==> src/rtl/instruction_memory_sync_if.sv <==
// Fetch/load bundle between the IF-stage PC logic, the program loader and the instruction memory.
// master drives fetch requests and loads; slave is the memory returning instr and status.
interface instruction_memory_sync_if #(
  parameter int DATA_W = 16,
  parameter int ADDR_W = 16
);
  logic              fetch_en;
  logic [ADDR_W-1:0] fetch_addr;
  logic              stall;
  logic              flush;
  logic [DATA_W-1:0] instr;
  logic              instr_valid;
  logic              align_err;
  logic              range_err;
  logic              parity_err;
  logic              halt_seen;
  logic              load_ready;
  logic              load_we;
  logic [ADDR_W-1:0] load_addr;
  logic [DATA_W-1:0] load_data;

  modport master (
    output fetch_en, fetch_addr, stall, flush, load_we, load_addr, load_data,
    input  instr, instr_valid, align_err, range_err, parity_err, halt_seen, load_ready
  );

  modport slave (
    input  fetch_en, fetch_addr, stall, flush, load_we, load_addr, load_data,
    output instr, instr_valid, align_err, range_err, parity_err, halt_seen, load_ready
  );
endinterface

==> src/rtl/instruction_memory_sync.sv <==
// Writable instruction memory: 1-cycle registered fetch (flush > stall > fetch_en), load port, post-reset clear.
// No backpressure beyond load_ready (low while clearing); optional stored parity under IMEM_PARITY_EN.
module instruction_memory_sync #(
  parameter int                DATA_W    = 16,
  parameter int                ADDR_W    = 16,
  parameter int                DEPTH     = 256,
  parameter logic [DATA_W-1:0] NOP_WORD  = '0,
  parameter logic [DATA_W-1:0] HALT_WORD = DATA_W'(16'hEFFF)
) (
  input logic                      clk,
  input logic                      rst,
  instruction_memory_sync_if.slave bus
);

  localparam int                IDX_W   = (DEPTH > 1) ? $clog2(DEPTH) : 1;
  localparam logic [ADDR_W-1:0] DEPTH_A = ADDR_W'(DEPTH);
  localparam logic [IDX_W-1:0]  LAST    = IDX_W'(DEPTH - 1);
`ifdef IMEM_PARITY_EN
  localparam int MEM_W = DATA_W + 1;
`else
  localparam int MEM_W = DATA_W;
`endif

  typedef enum logic {ST_CLEAR, ST_RUN} state_t;

  // Even parity: the stored bit makes the XOR over the whole stored word zero.
  function automatic logic [MEM_W-1:0] encode(input logic [DATA_W-1:0] d);
`ifdef IMEM_PARITY_EN
    return {^d, d};
`else
    return d;
`endif
  endfunction

  logic [MEM_W-1:0] mem [DEPTH];

  state_t            state_q, state_d;
  logic [IDX_W-1:0]  cnt_q, cnt_d;
  logic [DATA_W-1:0] instr_q, instr_d;
  logic              valid_q, valid_d;
  logic              align_q, align_d;
  logic              range_q, range_d;
  logic              parity_q, parity_d;
  logic              halt_q, halt_d;

  logic [ADDR_W-1:0] fetch_word, load_word;
  logic              fetch_in_range, load_in_range;
  logic [IDX_W-1:0]  fetch_idx, load_idx;
  logic [MEM_W-1:0]  rd_word;

  assign fetch_word     = {1'b0, bus.fetch_addr[ADDR_W-1:1]};
  assign load_word      = {1'b0, bus.load_addr[ADDR_W-1:1]};
  assign fetch_in_range = fetch_word < DEPTH_A;
  assign load_in_range  = load_word < DEPTH_A;
  assign fetch_idx      = IDX_W'(fetch_word);
  assign load_idx       = IDX_W'(load_word);
  assign rd_word        = mem[fetch_idx];

  always_ff @(posedge clk) begin
    if (rst) begin
      state_q <= ST_CLEAR;
      cnt_q   <= '0;
    end else begin
      state_q <= state_d;
      cnt_q   <= cnt_d;
    end
  end

  always_comb begin
    state_d  = state_q;
    cnt_d    = cnt_q;
    instr_d  = NOP_WORD;
    valid_d  = 1'b0;
    align_d  = 1'b0;
    range_d  = 1'b0;
    parity_d = 1'b0;
    case (state_q)
      ST_CLEAR: begin
        cnt_d = cnt_q + 1'b1;
        if (cnt_q == LAST) begin
          state_d = ST_RUN;
          cnt_d   = '0;
        end
      end
      default: begin
        if (bus.flush) begin
          instr_d = NOP_WORD;
        end else if (bus.stall) begin
          instr_d  = instr_q;
          valid_d  = valid_q;
          align_d  = align_q;
          range_d  = range_q;
          parity_d = parity_q;
        end else if (bus.fetch_en) begin
          valid_d = 1'b1;
          if (bus.fetch_addr[0]) begin
            align_d = 1'b1;
          end else if (!fetch_in_range) begin
            range_d = 1'b1;
          end else begin
            instr_d = rd_word[DATA_W-1:0];
`ifdef IMEM_PARITY_EN
            parity_d = ^rd_word;
`endif
          end
        end
      end
    endcase
    halt_d = halt_q | (valid_d && (instr_d == HALT_WORD));
  end

  always_ff @(posedge clk) begin
    if (rst) begin
      instr_q  <= NOP_WORD;
      valid_q  <= 1'b0;
      align_q  <= 1'b0;
      range_q  <= 1'b0;
      parity_q <= 1'b0;
      halt_q   <= 1'b0;
    end else begin
      instr_q  <= instr_d;
      valid_q  <= valid_d;
      align_q  <= align_d;
      range_q  <= range_d;
      parity_q <= parity_d;
      halt_q   <= halt_d;
    end
  end

  // Single write port; the fetch read above sees the pre-edge contents (read-before-write).
  always_ff @(posedge clk) begin
    if (!rst) begin
      if (state_q == ST_CLEAR) begin
        mem[cnt_q] <= encode(NOP_WORD);
      end else if (bus.load_we && load_in_range) begin
        mem[load_idx] <= encode(bus.load_data);
      end
    end
  end

  assign bus.instr       = instr_q;
  assign bus.instr_valid = valid_q;
  assign bus.align_err   = align_q;
  assign bus.range_err   = range_q;
`ifdef IMEM_PARITY_EN
  assign bus.parity_err  = parity_q;
`else
  assign bus.parity_err  = 1'b0;
`endif
  assign bus.halt_seen   = halt_q;
  assign bus.load_ready  = (state_q == ST_RUN);

endmodule

==> src/flat_wrapper.sv <==
// flat-port wrapper written by rule: the top's interface ports become plain ports
module instruction_memory_sync_flat 
#(
  parameter int                DATA_W    = 16,
  parameter int                ADDR_W    = 16,
  parameter int                DEPTH     = 256,
  parameter logic [DATA_W-1:0] NOP_WORD  = '0,
  parameter logic [DATA_W-1:0] HALT_WORD = DATA_W'(16'hEFFF)
)
  (clk, rst, bus_fetch_en, bus_fetch_addr, bus_stall, bus_flush, bus_load_we, bus_load_addr, bus_load_data, bus_instr, bus_instr_valid, bus_align_err, bus_range_err, bus_parity_err, bus_halt_seen, bus_load_ready);
  instruction_memory_sync_if #(.DATA_W(DATA_W), .ADDR_W(ADDR_W)) bus_i ();
  input logic clk;
  input logic rst;
  input wire logic [$bits(bus_i.fetch_en)-1:0] bus_fetch_en;
  input wire logic [$bits(bus_i.fetch_addr)-1:0] bus_fetch_addr;
  input wire logic [$bits(bus_i.stall)-1:0] bus_stall;
  input wire logic [$bits(bus_i.flush)-1:0] bus_flush;
  input wire logic [$bits(bus_i.load_we)-1:0] bus_load_we;
  input wire logic [$bits(bus_i.load_addr)-1:0] bus_load_addr;
  input wire logic [$bits(bus_i.load_data)-1:0] bus_load_data;
  output wire logic [$bits(bus_i.instr)-1:0] bus_instr;
  output wire logic [$bits(bus_i.instr_valid)-1:0] bus_instr_valid;
  output wire logic [$bits(bus_i.align_err)-1:0] bus_align_err;
  output wire logic [$bits(bus_i.range_err)-1:0] bus_range_err;
  output wire logic [$bits(bus_i.parity_err)-1:0] bus_parity_err;
  output wire logic [$bits(bus_i.halt_seen)-1:0] bus_halt_seen;
  output wire logic [$bits(bus_i.load_ready)-1:0] bus_load_ready;
  assign bus_i.fetch_en = bus_fetch_en;
  assign bus_i.fetch_addr = bus_fetch_addr;
  assign bus_i.stall = bus_stall;
  assign bus_i.flush = bus_flush;
  assign bus_i.load_we = bus_load_we;
  assign bus_i.load_addr = bus_load_addr;
  assign bus_i.load_data = bus_load_data;
  assign bus_instr = bus_i.instr;
  assign bus_instr_valid = bus_i.instr_valid;
  assign bus_align_err = bus_i.align_err;
  assign bus_range_err = bus_i.range_err;
  assign bus_parity_err = bus_i.parity_err;
  assign bus_halt_seen = bus_i.halt_seen;
  assign bus_load_ready = bus_i.load_ready;
  instruction_memory_sync #(.DATA_W(DATA_W), .ADDR_W(ADDR_W), .DEPTH(DEPTH), .NOP_WORD(NOP_WORD), .HALT_WORD(HALT_WORD)) u_core (.clk(clk), .rst(rst), .bus(bus_i));
endmodule
==> config.mk <==
export PLATFORM = sky130hd
export DESIGN_NAME = instruction_memory_sync_flat
export DESIGN_NICKNAME = d
export VERILOG_FILES = /design/src/rtl/instruction_memory_sync_if.sv /design/src/rtl/instruction_memory_sync.sv /design/src/flat_wrapper.sv
export SDC_FILE = /design/constraint.sdc
export NUM_CORES = 2
export LEC_CHECK = 0
export ABC_AREA = 1
export BUFFER_PORTS_ARGS = -buffer_cell sky130_fd_sc_hd__buf_2
export CAP_MARGIN = 20
export CORE_UTILIZATION = 30
export DETAILED_ROUTE_END_ITERATION = 8
export RECOVER_POWER = 25
export SLEW_MARGIN = 0
export SYNTH_ARGS = -nofsm -noshare
export SYNTH_HDL_FRONTEND = slang
export SYNTH_SLANG_ARGS = --single-unit
==> constraint.sdc <==
create_clock -name clk -period 36.8 [get_ports clk]
set_input_delay 11.04 -clock clk [delete_from_list [all_inputs] [get_ports clk]]
set_output_delay 11.04 -clock clk [all_outputs]
set_load 0.01 [all_outputs]
==> impl_metrics.ini <==
[cts]
cts_sinks = 4125
htree_num_levels = 5
ctsHoldBuffers = 0
cts_tree = built
clk_pin_slew_ns = 0.06
cts_buffers = 408
post_cts_resized = 0
cts-root-buf = clkbuf_16
clkLatencyLatePin_ns = 0.97
post_cts_buffers = 0
clk_path_buf_depth = 4

[timing]
tightest_slew_ns = 9.71
min_period_over_period = 0.575
setup_viol = 0
clock_skew_ns = 0.0375
maxSlewViolCount = 2309
hold_violations = 0
fin_crit_ns = 21.16
final.setup.tns_ns = 0
fmax_mhz = 47.3
rsz0062_at_grt = no
slew_headroom = -5.48

[die]
start_util = 0.302
io_pins = 76
dieWidth_um = 748
die_area_um2 = 560000
rows = 273
die_h_um = 748
fp.coreArea_um2 = 554000

[place]
dp_hpwl_um = 250000
gp_congestion = 0.834
placed_cell_area_um2 = 175000
dp_cells = 20900
io_buffers = 73

[synthesis]
ys_warn_count = 0
ys.flop_type = edfxtp_1
synth-compound-area-share = 0.00848
avgSynthCellArea_um2 = 12.0
synth_top_area_share = 0.736
synth_largest_area_cell = edfxtp_1
synth-seq-area-share = 0.740
ys_ff_latch = 4125
ys_top_cells_by_count = nand2_1 (4,363), edfxtp_1 (4,096), nand3_1 (3,683)
synth-xor-area-share = 0.000157
yosysMostFrequentCell = nand2_1
synthCells = 13900
netlist_area_um2 = 167000
synth_top_family_by_area = simple AND/OR/NAND/NOR gates
muxShareOfSynthArea = 0
netlist_top_cells_area = edfxtp_1 (74%), nand3_1 (11%), nand2_1 (9.8%)
synth_edf_count = 4096
yosysUniqueCellTypes = 35
synth_simple_gate_area_share = 0.219
syn-num-nets = 13900
yosys.area_share.adder = 0.0000749
async_reset_ff_frac = 0

[critical_path]
critPathMaxFanout = 139
cp_slowest_cell = clkbuf_1
rr_worst_depth = 6
crit-reg2reg-launch = u_core.bus.load_ready$_SDFF_PP0_
critical_path_class = input pin to flop
worstPathCellList = buf_2 > or4_1 > nor3_1 > nand2_1 > nor2_1 > clkbuf_1 > buf_4
cp-start-kind = input pin
required_ns = 37.40
worstSetupEndpointType = flop
critPathTopFamily = buffers and inverters
setup.worst_path.start = bus_load_addr[14]
reg2reg_to = u_core.mem[212][10]$_DFFE_PP_
ff2ff_setup_slack_ns = 25.55
cp_num_buf_inv = 3
worst_path_largest_cell_delay_ns = 5.22
worstSetupPathDepth = 7
crit_arrival_ns = 21.76

[routing]
remaining_drc_errors = 0
wl_um = 471000
ant_nets = 0
drt-pass1-iter-count = 7
drtIter0Drc = 13400
via_per_inst = 4.99
wl_per_cell_um = 21.8
vias = 108000

[global_route]
gr-total-overflow = 0
grt.total_usage = 0.161
grt_pass1_wl_um = 683000
grt_pass1_vias = 99400
grt_max_degree = 307
antenna_found_initial = 15

[pwr]
switching_share = 0.220
p_switching_mw = 2.10
ir_worst_vdd_mv = 0.0406
power_per_cell_area_nw_per_um2 = 50.8
combPwrFrac = 0.044
leakagePower_nw = 69.7
clockPowerShare = 0.422
internal_power_mw = 7.44
seqPwrFrac = 0.533

[cells_and_area]
stdcell_area_um2 = 188000
area_growth_syn_to_layout_pct = 12.4
fill_cells = 53800
final_cells = 21600
drive_gt1_frac = 0.0747
nNetsFinal = 13900

[hold_path]
whs_endpoint = u_core.bus.range_err$_SDFFE_PP0N_
worstHoldStart = u_core.bus.range_err$_SDFFE_PP0N_
hold-path-cell-count = 2
min_path_type = flop to flop

[outcome]
violations = max-capacitance violations, max-slew violations
outcome = finished, violations left

[run]
drv_cap = 31
metrics by stage:
step	hold slack, ns	worst slack, ns	power, mW	util
floorplan	0.472	17.34	5.46	-
global placement	0.451	18.53	5.61	0.317
detailed placement	0.453	18.50	5.61	0.317
CTS	0.462	19.54	9.58	0.339
global route	0.499	15.00	9.78	0.339
finish	0.464	15.64	9.54	0.339
cell usage in the layout, fill, tap and decap left out, drive strengths merged, types with 5 or more instances in the layout:
master,n
o21ai,141
a31oi,7
clkbuf,556
nand2,4373
nor2,414
nor3,10
bufinv,26
buf,464
dfxtp,29
o22ai,58
o21a,5
edfxtp,4096
nand3,3683
inv,69
clkinv,191
diode,8
a21oi,47
worst register-to-register path, cell delays in order (launching register included):
cell	delay [ns]
dfxtp_1	0.50
inv_1	0.20
nor3_1	0.24
nand2_1	0.80
nor2_1	2.18
clkbuf_1	5.22
buf_4	1.66
sequential cells by signal (all words and copies together), names as in the netlist:
signal and flops:
u_core.mem 4096, u_core.bus.instr 16, u_core.cnt_q 8, u_core.bus.align_err 1, u_core.bus.halt_seen 1, u_core.bus.instr_valid 1, u_core.bus.load_ready 1, u_core.bus.range_err 1
worst max-delay path by stage:
stage,end,slack (ns)
3_5_place_dp,u_core.bus.halt_seen$_SDFF_PP0_,18.50
3_3_place_gp,u_core.bus.halt_seen$_SDFF_PP0_,18.53
5_1_grt,u_core.mem[212][10]$_DFFE_PP_,15.00
6_report,u_core.mem[212][10]$_DFFE_PP_,15.64
4_1_cts,u_core.bus.halt_seen$_SDFF_PP0_,19.54
2_1_floorplan,u_core.mem[0][10]$_DFFE_PP_,17.34
cell type report:
cell class	count	area (um2)	area share
inverter	60	288	0.00153
clock buffer	506	10800	0.0574
multi-input combinational	8750	38100	0.203
timing repair buffer	514	3880	0.0207
tap	7425	9290	0.0495
antenna	8	20.0	0.000107
sequential	4125	124000	0.658
clock inverter	230	1870	0.00997
metal layers:
layer | part of all wire | global-route usage | up-vias
li1 | - | - | 49300
met1 | 0.42 | 0.225 | 53200
met2 | 0.46 | 0.251 | 4595
met3 | 0.091 | 0.0286 | 752
met4 | 0.036 | 0.0544 | 4
met5 | 0.000045 | 0 | -
power groups by stage:
stage | logic (mW) | registers, mW | clock network, mW
after global placement | 0.418 | 5.19 | 0
final | 0.422 | 5.09 | 4.03
after CTS | 0.419 | 5.09 | 4.07
after global routing | 0.451 | 5.09 | 4.24
after detailed placement | 0.418 | 5.19 | 0
after floorplan | 0.276 | 5.19 | 0
logic make-up after synthesis:
group | after synthesis
buffers and inverters | 1004
DFF | 4125
AOI/OAI and AO/OA | 261
adders and majority gates | 1
and+or+nand+nor | 8484
other | 1
xor gates and xnor gates | 3
No activity file was read; power rests on OpenSTA's default activity.
